`config.mk`:
```
export PLATFORM = sky130hd
export DESIGN_NAME = serial_para_paralelo
export DESIGN_NICKNAME = d
export VERILOG_FILES = /design/src/rtl/serial_para_paralelo.sv
export SDC_FILE = /design/constraint.sdc
export NUM_CORES = 1
export LEC_CHECK = 0
export CORE_MARGIN = 2
export CORE_UTILIZATION = 48
export DETAILED_ROUTE_END_ITERATION = 8
export PLACE_DENSITY = 0.75
export SLEW_MARGIN = 25
export SYNTH_ARGS = -nofsm -noshare
export SYNTH_HDL_FRONTEND = slang
export SYNTH_SLANG_ARGS = --single-unit
```
`constraint.sdc`:
```
create_clock -name clock -period 1.4 [get_ports clock]
set_input_delay 0.14 -clock clock [delete_from_list [all_inputs] [get_ports clock]]
set_output_delay 0.14 -clock clock [all_outputs]
set_load 0.02 [all_outputs]
```
`src/rtl/serial_para_paralelo.sv`:
```
// Serial-to-parallel receiver: LSB-first bits under a strobe, word out under valid/ready.
// Optional even-parity trailer bit enabled by defining PARIDADE_EN.
module serial_para_paralelo #(
  parameter int LARGURA = 6
) (
  input  logic               clock,
  input  logic               reset,
  input  logic               limpar,
  input  logic               entrada_serial,
  input  logic               bit_valido,
  input  logic               pronto_consumidor,
  output logic [LARGURA-1:0] saida_paralela,
  output logic               dado_valido,
  output logic               sobrescrita,
  output logic               erro_paridade
);

`ifdef PARIDADE_EN
  localparam int NBITS = LARGURA + 1;
`else
  localparam int NBITS = LARGURA;
`endif
  localparam int CW = $clog2(NBITS + 1);

  typedef enum logic {RECEBENDO, CHEIO} estado_t;

  estado_t            estado;
  logic [CW-1:0]      contador;
  logic [LARGURA-1:0] deslocamento;
  logic [LARGURA-1:0] proximo;
  logic               ultimo;

  assign proximo = {entrada_serial, deslocamento[LARGURA-1:1]};
  assign ultimo  = (contador == CW'(NBITS - 1));

  always_ff @(posedge clock or negedge reset) begin
    if (!reset) begin
      estado         <= RECEBENDO;
      contador       <= '0;
      deslocamento   <= '0;
      saida_paralela <= '0;
      dado_valido    <= 1'b0;
      sobrescrita    <= 1'b0;
      erro_paridade  <= 1'b0;
    end else if (limpar) begin
      estado         <= RECEBENDO;
      contador       <= '0;
      deslocamento   <= '0;
      saida_paralela <= '0;
      dado_valido    <= 1'b0;
      sobrescrita    <= 1'b0;
      erro_paridade  <= 1'b0;
    end else begin
      unique case (estado)
        RECEBENDO: begin
          if (bit_valido) begin
            if (ultimo) begin
              contador    <= '0;
              estado      <= CHEIO;
              dado_valido <= 1'b1;
`ifdef PARIDADE_EN
              // Trailer bit is parity only; data is already fully shifted in.
              saida_paralela <= deslocamento;
              erro_paridade  <= ^{deslocamento, entrada_serial};
`else
              saida_paralela <= proximo;
              deslocamento   <= proximo;
`endif
            end else begin
              contador     <= contador + CW'(1);
              deslocamento <= proximo;
            end
          end
        end
        CHEIO: begin
          if (pronto_consumidor) begin
            estado        <= RECEBENDO;
            dado_valido   <= 1'b0;
            erro_paridade <= 1'b0;
            // A strobe on the accept edge starts the next word without loss.
            if (bit_valido) begin
              deslocamento <= proximo;
              contador     <= CW'(1);
            end
          end else if (bit_valido) begin
            sobrescrita <= 1'b1;
          end
        end
      endcase
    end
  end

endmodule

```
==> results.json, run 1 <==
{
  "critPathArrivalTime_ns": 1.49,
  "yosysTopAreaCell": "dfrtp_1",
  "start_kind": "flip-flop",
  "grt_max_degree": 18,
  "grt.total_usage_pct": 17.2,
  "crit_path_top_delay_cell": "dfrtp_1",
  "postCtsSetupRepairBufs": 0,
  "grt_pass1_vias": 577,
  "p_sw_mw": 0.205,
  "placed_area_sq_um": 935,
  "pwr-share-comb_pct": 10.8,
  "maxCapViolations": 0,
  "synthFlopType": "dfrtp_1",
  "yosysSeqAreaShare_pct": 56.1,
  "antenna_found_initial": 0,
  "startpoint": "contador[1]",
  "dieArea_sq_um": 1910,
  "synthCells": 67,
  "r2r_slack_ns": 0.13,
  "clk_pin_slew_worst_paths_ns": 0.10,
  "hp-class": "in2async",
  "design_area_sq_um": 978,
  "detailed_place_hpwl_um": 1040,
  "synth_seq_cells": 17,
  "rsz0062_at_grt": "no",
  "nNetsFinal": 95,
  "clock_latency_ns": 0.28,
  "grt_pass1_wl_um": 2480,
  "synth_most_common_cell": "dfrtp_1",
  "cts_max_level": 1,
  "power_leakage_nw": 0.574,
  "critPathCapture": "saida_paralela[0]",
  "status": "finished clean",
  "drc": 0,
  "synth_edf_count": 0,
  "num_rows": 14,
  "drt_iter0_markers": 9,
  "power.density_nw_per_um2": 875,
  "synthArstFlopShare_pct": 100,
  "ios": 15,
  "clockPowerShare_pct": 29.9,
  "syn_area_sq_um": 758,
  "cts_inserted_buffers": 3,
  "routed_wl_um": 1440,
  "final_hold_viol_count": 0,
  "switching_share_pct": 23.9,
  "cpPeakStageDelay_ns": 0.39,
  "period_needed_ns": 1.27,
  "yosysUniqueCellTypes": 22,
  "ir_drop_mv": 0.505,
  "crit_required_ns": 1.62,
  "viasPerCell": 5.61,
  "syn_avg_cell_area_sq_um": 11.3,
  "clk_path_buf_depth": 2,
  "synth_top_area_share_pct": 56.1,
  "setup_violations": 0,
  "cts_sinks": 17,
  "grt_overflow_total": 0,
  "critPathKind": "reg2reg",
  "max_freq_mhz": 787,
  "initial_core_util_pct": 50.9,
  "critPathMaxFanout": 6,
  "finalCritPeriodShare_pct": 90.8,
  "cp_cell_sequence": "and2b_1 -> buf_4 -> a31oi_2 -> a22o_1",
  "intPower_mw": 0.651,
  "die-height_um": 43.7,
  "r2r-end": "saida_paralela[0]",
  "ff2ff_path_depth": 4,
  "drtAntennaViolNets": 0,
  "drv_slew": 0,
  "drive_above_1_share_pct": 15.9,
  "critPathCaptureType": "flip-flop",
  "final_core_util_pct": 65.7,
  "cts_tree": "yes",
  "place_congestion": 0.793,
  "seqPwrFrac_pct": 59.3,
  "yosys-top-cells-count": "dfrtp_1 (17), a21oi_1 (9), a22o_1 (6)",
  "flow.area_growth_from_synthesis_pct": 29.0,
  "finClkSkew_ns": 0.00707,
  "yosys_warnings": 0,
  "ys_top_cells_by_area": "dfrtp_1 (56%), a22o_1 (6.9%), a21oi_1 (5.9%), nand3_1 (3.3%), o21ai_1 (3.3%)",
  "fp.dieW_um": 43.7,
  "timing.rr.start": "contador[1]",
  "core_area_sq_um": 1490,
  "fillCellCount": 138,
  "drtPass1Iterations": 2,
  "cts_root_buffer": "clkbuf_4",
  "vias": 583,
  "portBuffers": 13,
  "syn_nets": 73,
  "routedWlPerCell_um": 13.8,
  "diodes": 0
}
critical path: cells and delay by family (launching register included):
kind | cells | cell delay (ns)
AOI/OAI and AO/OA | 2 | 0.49
DFF | 1 | 0.39
and+or+nand+nor | 1 | 0.20
buffers and inverters | 1 | 0.13
state kept, by name, indices dropped and copies added (netlist names):
signal	flops
estado	1
contador	3
saida_paralela	6
deslocamento	5
dado_valido	1
sobrescrita	1
per-stage QoR:
| step | power [mW] | instances | hold slack (ns) | setup WS [ns] | TNS (ns) |
|---|---|---|---|---|---|
| after floorplan | 0.564 | 67 | -0.156 | 0.169 | 0 |
| after global placement | 0.609 | 100 | 0.482 | 0.00839 | 0 |
| after detailed placement | 0.611 | 100 | 0.483 | -0.0166 | -0.0656 |
| after CTS | 0.860 | 104 | 0.181 | 0.00592 | 0 |
| after global routing | 0.897 | 104 | 0.182 | 0.0454 | 0 |
| final | 0.856 | 104 | 0.175 | 0.129 | 0 |
layer usage:
metal	vias up	global-route usage (%)	part of all wire, %
li1	286	-	-
met1	282	26.1	51
met2	13	24.1	43
met3	2	4.17	5.0
met4	0	6.06	1.0
met5	-	0	0
cell families (layout without fill, tap and decap cells):
| kind of cell | Yosys count | count (layout) | synth area share [%] |
|---|---|---|---|
| AOI/OAI and AO/OA | 27 | 27 | 23.9 |
| DFF | 17 | 17 | 56.1 |
| and+or+nand+nor | 17 | 17 | 14.5 |
| buffers and inverters | 5 | 26 | 4.95 |
| other | 1 | 1 | 0.495 |
cell usage in the layout, fill, tap and decap left out:
cell type        synthesis  layout
and2b_1                  2       2
nor2b_1                  3       3
clkinv_2                 0       1
o32ai_1                  2       2
nand3_1                  5       5
dfrtp_1                 17      17
clkdlybuf4s50_1          0       5
dlygate4sd2_1            0       1
a22o_1                   6       6
buf_4                    1       8
o21ai_1                  5       5
and4b_1                  1       1
dlymetal6s2s_1           0       7
clkbuf_4                 0       3
or2b_1                   1       1
o21a_1                   2       2
o21bai_1                 1       1
nand2b_1                 2       2
a21oi_1                  9       9
nor2_1                   2       2
a31oi_2                  1       1
inv_1                    1       1
conb_1                   1       1
nor2b_4                  1       1
a31oi_1                  1       1
cell type report:
class | count | area, sq um | area share, %
flip-flops and latches | 17 | 425 | 43.5
clock inverters | 1 | 5.00 | 0.512
repair buffers | 21 | 206 | 21.1
multi-input cells | 45 | 295 | 30.2
well taps | 16 | 20.0 | 2.05
inverters | 1 | 3.75 | 0.384
clock buffers | 3 | 22.5 | 2.30
what timing repair did:
item	CTS	global route
setup endpoints to repair	1	7
gates resized for setup	1	7
hold buffers	0	0
hold endpoints to repair	0	0
power groups by stage:
stage | Combinational, mW | Clock (mW) | Sequential (mW)
after floorplan | 0.0467 | 0 | 0.517
after global placement | 0.0919 | 0 | 0.517
after detailed placement | 0.0935 | 0 | 0.517
after CTS | 0.0937 | 0.258 | 0.508
after global routing | 0.102 | 0.285 | 0.509
final | 0.0929 | 0.256 | 0.508
worst min path at each step:
stage	to	slack [ns]	from
floorplan	contador[0]	-0.16	reset
detailed placement	saida_paralela[0]	0.48	reset
finish	saida_paralela[1]	0.17	reset
CTS	saida_paralela[1]	0.18	reset
global route	deslocamento[4]	0.18	reset
global placement	deslocamento[1]	0.48	reset
Power figures use the tool's default switching activity.
==> inputs of run 2 (changes only) <==
- CAP_MARGIN: default -> 20
==> results of run 2 <==
The final DEF is identical to that of run 1; final timing and power are the same.
==> inputs of run 3 (changes only) <==
- SETUP_SLACK_MARGIN: default -> 0.02
==> results.json, run 3 (synthesis results as in run 1) <==
{
  "drc": 0,
  "grt_pass1_wl_um": 2450,
  "finClkSkew_ns": 0.00888,
  "drtPass1Iterations": 3,
  "placed_cells": 100,
  "cts_root_buffer": "clkbuf_4",
  "start_kind": "flip-flop",
  "fp.dieW_um": 43.7,
  "design_area_sq_um": 952,
  "maxCapViolations": 0,
  "drv_slew": 0,
  "rsz0062_at_grt": "no",
  "clk_path_buf_depth": 2,
  "finalCritPeriodShare_pct": 90.8,
  "dieArea_sq_um": 1910,
  "power_leakage_nw": 0.477,
  "drtAntennaViolNets": 0,
  "hp-class": "in2async",
  "place_congestion": 0.793,
  "p_sw_mw": 0.207,
  "largest_register_ffs": 6,
  "vias": 585,
  "num_rows": 14,
  "detailed_place_hpwl_um": 1040,
  "critPathKind": "reg2reg",
  "grt.total_usage_pct": 17.1,
  "power_mw": 0.859,
  "max_freq_mhz": 787,
  "final_hold_viol_count": 0,
  "placed_area_sq_um": 935,
  "critPathCaptureType": "flip-flop",
  "finalWorstSetupSlack_ns": 0.129,
  "grt_pass1_vias": 569,
  "ff_latch_area_sq_um": 425,
  "period_needed_ns": 1.27,
  "ir_drop_mv": 0.505,
  "regMostFlops": "saida_paralela",
  "routed_wl_um": 1440,
  "top_regs": "saida_paralela (6), deslocamento (5), contador (3)",
  "cts_sinks": 17,
  "multi_input_area_sq_um": 295,
  "layout_common_cells": "dfrtp_1 (17), a21oi_1 (9), dlygate4sd2_1 (8), buf_4 (8), a22o_1 (6)",
  "dp_slack_ns": -0.0166,
  "critPathMaxFanout": 6,
  "diodes": 0,
  "power.density_nw_per_um2": 902,
  "initial_core_util_pct": 50.9,
  "core_area_sq_um": 1490,
  "portBuffers": 13,
  "die-height_um": 43.7,
  "nNetsFinal": 95,
  "clockPowerShare_pct": 30.1,
  "stdcell_count": 104,
  "flow.area_growth_from_synthesis_pct": 25.6,
  "switching_share_pct": 24.1,
  "drt_iter0_markers": 11,
  "ios": 15,
  "status": "finished clean",
  "grt_max_degree": 18,
  "setup_violations": 0,
  "critPathArrivalTime_ns": 1.49,
  "drive_above_1_share_pct": 15.9,
  "routedWlPerCell_um": 13.9,
  "clk_pin_slew_worst_paths_ns": 0.11,
  "cts_inserted_buffers": 3,
  "fillCellCount": 147,
  "antenna_found_initial": 0,
  "cts_max_level": 1,
  "postCtsSetupRepairBufs": 0,
  "intPower_mw": 0.651,
  "grt_overflow_total": 0,
  "cts_tree": "yes",
  "viasPerCell": 5.63,
  "clock_latency_ns": 0.28,
  "crit_required_ns": 1.62,
  "layout_commonest_cell": "dfrtp_1",
  "pwr-share-comb_pct": 10.8,
  "seqPwrFrac_pct": 59.1
}
run 3: layer usage:
layer  part of all wire [%]  global-route usage [%]  vias to the layer above  wire (um)
li1                       -                       -                      286          -
met1                     51                    25.8                      284        730
met2                     44                    24.1                       13        631
met3                    4.4                    3.75                        2         64
met4                    1.0                    6.06                        0         15
met5                      0                       0                        -          0
run 3: what timing repair did:
| action | in CTS | in global routing |
|---|---|---|
| gates resized for setup | 8 | 0 |
| endpoints found under the setup margin | 8 | 0 |
| hold buffers | 0 | 0 |
run 3: cell type report:
| cell class | instances | area share [%] |
|---|---|---|
| well taps | 16 | 2.10 |
| flip-flops and latches | 17 | 44.7 |
| clock buffers | 3 | 2.37 |
| clock inverters | 1 | 0.526 |
| inverters | 1 | 0.394 |
| multi-input cells | 45 | 31.0 |
| repair buffers | 21 | 18.9 |
run 3: critical path, stage by stage (launching register included):
cell and delay, ns:
dfrtp_1 0.39, and2b_1 0.20, buf_4 0.13, a31oi_2 0.31
a22o_1 0.18
run 3: power groups by stage:
stage                     clock, mW  combinational [mW]  sequential, mW
after global placement            0              0.0919           0.517
after global routing          0.285               0.102           0.509
after floorplan                   0              0.0467           0.517
final                         0.258              0.0928           0.508
after detailed placement          0              0.0935           0.517
after CTS                     0.258              0.0936           0.508
run 3: stage by stage:
| step | hold slack (ns) | TNS, ns | util [%] |
|---|---|---|---|
| after CTS | 0.181 | 0 | 63.9 |
| after global placement | 0.482 | 0 | 62.8 |
| after floorplan | -0.156 | 0 | - |
| final | 0.172 | 0 | 63.9 |
| after global routing | 0.182 | 0 | 63.9 |
| after detailed placement | 0.483 | -0.0656 | 62.8 |
run 3: final timing paths:
kind / start / to / slack (ns) / depth (start not counted)
worst min-delay path: reset / saida_paralela[1] / 0.17 / 2
worst min register to register: dado_valido / dado_valido / 0.50 / 1
min in group clock: entrada_serial / deslocamento[5] / 0.47 / 3
max in group asynchronous: reset / contador[1] / 1.04 / 2
worst max register to register: contador[1] / saida_paralela[0] / 0.13 / 4
worst max-delay path: contador[1] / saida_paralela[0] / 0.13 / 4
==> edit 1: new RTL, flow settings as in run 2 <==
Reset style: synchronous (`reset`), changed in one clocked block.
--- a/src/rtl/serial_para_paralelo.sv
+++ b/src/rtl/serial_para_paralelo.sv
@@ -35,3 +35,3 @@
 
-  always_ff @(posedge clock or negedge reset) begin
+  always_ff @(posedge clock) begin
     if (!reset) begin
Formal check against the unedited RTL: differs if reset is asserted again (counterexample within 10 cycles, from zero or initial values and one cycle with reset low); with reset held inactive, the same outputs for 10 cycles.
==> edit 1 against run 2 <==
Setup slack gained 0.15 ns. Synthesized area is 6.3% lower. Final cell count is 6.7% higher. Wire length increased by 0.56%. Power shrank 6.0%. Cell area decreased by 9.0%. Critical path depth unchanged. Sequential cell count did not move.
==> edit 1: results (changes against run 2) <==
stage,metric,value,unit,change
synth,async_flop_share,0,%,was 100.0%
placement,numPortBuffers,13,,unchanged
worst_setup_path,r2r_setup_slack,0.30,ns,was 0.13 ns
placement,dp_hpwl,987.8,um,was 1.039 mm
synth,ys_top_cells_by_count,"17 x dfxtp_1, 14 x a21oi_1, 11 x nand3_1, 11 x o21ai_0, 4 x nand2b_1",,"was 17 x dfrtp_1, 9 x a21oi_1, 6 x a22o_1"
grt,grt_max_degree,14,,was 18
worst_hold_path,hold_class,reg2reg,,was in2async
worst_setup_path,cp.arrival,1.35,ns,was 1.49 ns
placement,dp.cells,107,,was 100
timing,setup_ws,0.2811,ns,was 0.1294 ns
synth,syn_avg_cell_area,8.774,um^2,was 11.32 um^2
route,met2_length,678,um,was 620 um
power,ir_drop,609.2,uV,was 504.8 uV
grt,antenna_found_initial,0,,unchanged
route,wl_met3,81,um,was 72 um
power,total_leakage_power,0.4414,nW,was 0.5741 nW
route,drtPass1Iterations,4,,was 2
route,wire_per_inst,13.05,um,was 13.85 um
worst_setup_path,timing.rr.start,estado,,was contador[1]
worst_setup_path,crit_fanout,8,,was 6
route,vias,631,,was 583
final_layout,layout.nets,103,,was 95
synth,ys_seq_area_share,47.89,%,was 56.11%
synth,synthTopCellsByArea,"dfxtp_1 48%, a21oi_1 9.9%, nand3_1 7.7%, o21ai_0 7.7%, nand2b_1 3.5%",,"was dfrtp_1 56%, a22o_1 6.9%, a21oi_1 5.9%, nand3_1 3.3%, o21ai_1 3.3%"
grt,grt_pass1_vias,556,,was 577
route,drt_wl_total,1.448,mm,was 1.440 mm
grt,groute.usage.overall,18.35,%,was 17.25%
synth,ys_types,23,,was 22
worst_setup_path,r2r_cells,3,,was 4
placement,place.gp.congestion,0.7538,,was 0.7931
timing,hold-worst-slack,0.4646,ns,was 0.1748 ns
status,status,completed,,unchanged
worst_setup_path,cp_slowest_cell,clkdlybuf4s50_1,,was dfrtp_1
route,drt-initial-drc-count,8,,was 9
synth,yosysTopAreaCellShare,47.89,%,was 56.11%
timing,skew,0.007560,ns,was 0.007071 ns
worst_setup_path,cpPeakStageDelay,0.56,ns,was 0.39 ns
placement,place_area,844.6,um^2,was 934.6 um^2
## edit 1: cell families after synthesis
family	after synthesis	synth area share (%)
compound gates	29	22.71
simple gates	27	22.01
flops	17	47.89
buf+inv	7	6.865
other cells	1	0.5277
## edit 1: how the worst max path moves through the flow
stage	startpoint	end	depth (start not counted)
global route	estado	saida_paralela[5]	3
CTS	saida_paralela[5]	saida_paralela[5]	1
floorplan	estado	contador[2]	3
detailed placement	bit_valido	saida_paralela[5]	4
finish	bit_valido	saida_paralela[5]	4
global placement	bit_valido	contador[2]	4
## edit 1: final cells by class
type	count	area, um^2
clock buffer	4	26.28
fill	114	459.2
inverter	1	3.754
multi-input combinational	57	321.6
sequential	17	340.3
tap	15	18.77
timing repair buffer	17	180.2
## edit 1: routing by layer
| metal | track usage, % | up-vias |
|---|---|---|
| met5 | 0 | - |
| met4 | 7.500 | 0 |
| met3 | 7.759 | 5 |
| met2 | 26.77 | 17 |
| met1 | 23.62 | 292 |
| li1 | - | 317 |
## edit 1: power breakdown
part / switching, mW / internal (mW) / total (mW)
Clock: 0.153 / 0.111 / 0.264
Combinational: 0.0276 / 0.0242 / 0.0518
Sequential: 0.00307 / 0.486 / 0.489
Total: 0.184 / 0.621 / 0.805
## edit 1: worst max-delay path, delay by kind of cell
kind                   cells  cell delay [ns]
AND/OR/NAND/NOR            2             0.50
AO/OA/AOI/OAI              1             0.15
buffers and inverters      1             0.56
## edit 1: timing repair
item,CTS,global route
endpoints found under the setup margin,0,8
resized for setup,0,8
buffers inserted,0,0
==> edit 2: new RTL, flow settings as in run 2 <==
Without the edit above. Build with the macro `PARIDADE_EN` defined.
--- a/src/rtl/serial_para_paralelo.sv
+++ b/src/rtl/serial_para_paralelo.sv
@@ -2,2 +2,4 @@
 // Optional even-parity trailer bit enabled by defining PARIDADE_EN.
+`define PARIDADE_EN
+
 module serial_para_paralelo #(
Function: changed (Yosys sat finds a counterexample within 10 cycles, from zero or initial values and one cycle with reset low).
==> edit 2 against run 2 <==
The run now ends with negative setup slack left. Setup slack worse by 0.15 ns. Critical endpoint is now deslocamento[3]. Wire length increased by 30%. Synthesized area grew 17%. Hold slack got worse by 0.0036 ns. Global-route usage increased by 2.1 points. Count of clock-buffer cells in the layout is the same. Cell area up 27%. Sequential share of layout area is 5.3 points lower. Core utilization is 6.4 points higher. Sequential cell count increased by 2.
Power is not compared: it rests on default switching activity, and its combinational part moved more than twofold at a synthesized area within 25%.
==> edit 2: results (changes against run 2) <==
stage,metric,value,unit,change
worst_setup_path,r2r_cells,5,,was 4
power,ir_drop,530.6,uV,
final_layout,fin_cells,133,,was 104
grt,grt_max_degree,20,,was 18
final_layout,multi_input_area,437.9,um^2,was 295.3 um^2
clock_network,clk_pin_slew,0.11,ns,
timing,setup_ws,-0.02222,ns,was 0.1294 ns
synth,ys_types,23,,was 22
placement,dp_slack,-0.2281,ns,was -0.01663 ns
synth,ys_top_cells_by_count,"19 x dfrtp_1, 8 x nor2b_1, 7 x a22o_1",,"was 17 x dfrtp_1, 9 x a21oi_1, 6 x a22o_1"
timing,skew,0.009313,ns,was 0.007071 ns
grt,groute.usage.overall,19.38,%,was 17.25%
worst_setup_path,cp.arrival,1.61,ns,was 1.49 ns
timing,tightest_slew,0.2416,ns,
synth,synthTopCellsByArea,"dfrtp_1 54%, mux2_2 7.6%, a22o_1 6.9%, xnor2_1 5.9%, nor2b_1 5.6%",,"was dfrtp_1 56%, a22o_1 6.9%, a21oi_1 5.9%, nand3_1 3.3%, o21ai_1 3.3%"
route,vias,695,,was 583
synth,ys_seq_area_share,53.60,%,was 56.11%
final_layout,layout.nets,115,,was 95
placement,dp_hpwl,1.336,mm,was 1.039 mm
placement,place.gp.congestion,0.7440,,was 0.7931
status,violations,negative setup slack,,
route,wire_per_inst,14.05,um,was 13.85 um
synth,syn_nets,83,,was 73
grt,grt_pass1_wl,2.918,mm,was 2.477 mm
timing,setup_tns,-0.1081,ns,was 0 ns
synth,synthCells,77,,was 67
placement,place_area,1151,um^2,was 934.6 um^2
power,total_leakage_power,0.6265,nW,
worst_setup_path,crit_fanout,6,,unchanged
timing,finalSetupViolCount,6,,was 0
clock_network,clock_path_buffers,2,,unchanged
grt,grt_pass1_vias,649,,was 577
clock_network,worstSkewPairLatency,0.29,ns,
route,drtPass1Iterations,4,,was 2
clock_network,cts-root-buf,clkbuf_4,,unchanged
final_layout,nFillCells,142,,was 138
final_layout,drive_gt1_share,28.70,%,was 15.91%
clock_network,ctsHtreeMaxLevel,1,,unchanged
final_layout,reg_top3,"deslocamento (6), saida_paralela (6), contador (3)",,"was saida_paralela (6), deslocamento (5), contador (3)"
worst_setup_path,rr_endpoint,deslocamento[3],,was saida_paralela[0]
worst_setup_path,timing.rr.start,estado,,was contador[1]
status,status,finished with violations,,was completed
grt,antenna_found_initial,0,,unchanged
placement,numPortBuffers,14,,was 13
edit 2: cell types whose count changed after synthesis, sizes merged, moves of 4 or more:
cell	delta
a21oi	-4
nand3	-4
xnor2	+6
nor2b	+4
mux2	+6
o21ai	-5
edit 2: stage by stage:
step	hold WS, ns	utilization [%]
global placement	0.4878	66.67
finish	0.1712	72.10
global route	0.1979	72.10
detailed placement	0.4955	66.67
floorplan	-0.1556	-
CTS	0.1726	68.04
edit 2: worst max path at each step:
stage	startpoint	to	slack [ns]
global placement	pronto_consumidor	deslocamento[5]	-0.20
floorplan	contador[0]	erro_paridade	-0.04
global route	estado	deslocamento[3]	-0.07
detailed placement	pronto_consumidor	deslocamento[3]	-0.23
finish	estado	deslocamento[3]	-0.02
CTS	estado	deslocamento[3]	0.01
edit 2: repair_timing:
action	in CTS	in global routing
endpoints found under the setup margin	15	15
gates resized for setup	9	11
setup buffers	1	2
pin swaps	0	1
edit 2: final cells by class:
| cell class | instances | share of cell area (%) |
|---|---|---|
| flip-flops and latches | 19 | 38.19 |
| well taps | 25 | 2.513 |
| multi-input cells | 52 | 35.18 |
| inverters | 3 | 0.9045 |
| clock buffers | 3 | 1.809 |
| clock inverters | 1 | 0.4020 |
| repair buffers | 30 | 21.01 |
edit 2: cell families after synthesis:
family / count (synthesis) / synth area share (%)
AOI/OAI and AO/OA: 18 / 16.08
xor gates and xnor gates: 6 / 5.924
buffers and inverters: 6 / 2.820
DFF: 19 / 53.60
muxes: 6 / 7.616
and+or+nand+nor: 22 / 13.96
edit 2: where the power goes:
group	switching, mW	internal (mW)	leakage (nW)
registers	0.0195	0.569	0.261
logic	0.0890	0.106	0.348
clock network	0.164	0.106	0.0177
total	0.273	0.781	0.626
edit 2: per-layer routing:
metal | global-route usage, % | share of wire, % | vias to the layer above
met5 | 0 | 0 | -
met4 | 11.67 | 1.8 | 0
met3 | 2.692 | 3.9 | 4
met2 | 30.14 | 48 | 16
met1 | 25.60 | 46 | 339
li1 | - | - | 336
edit 2: worst max-delay path, cell delays in order (launching register included):
cell and delay, ns:
dfrtp_1 0.45, nand2b_1 0.18, a21oi_4 0.09, a31oi_4 0.17, buf_12 0.15, mux2_4 0.29
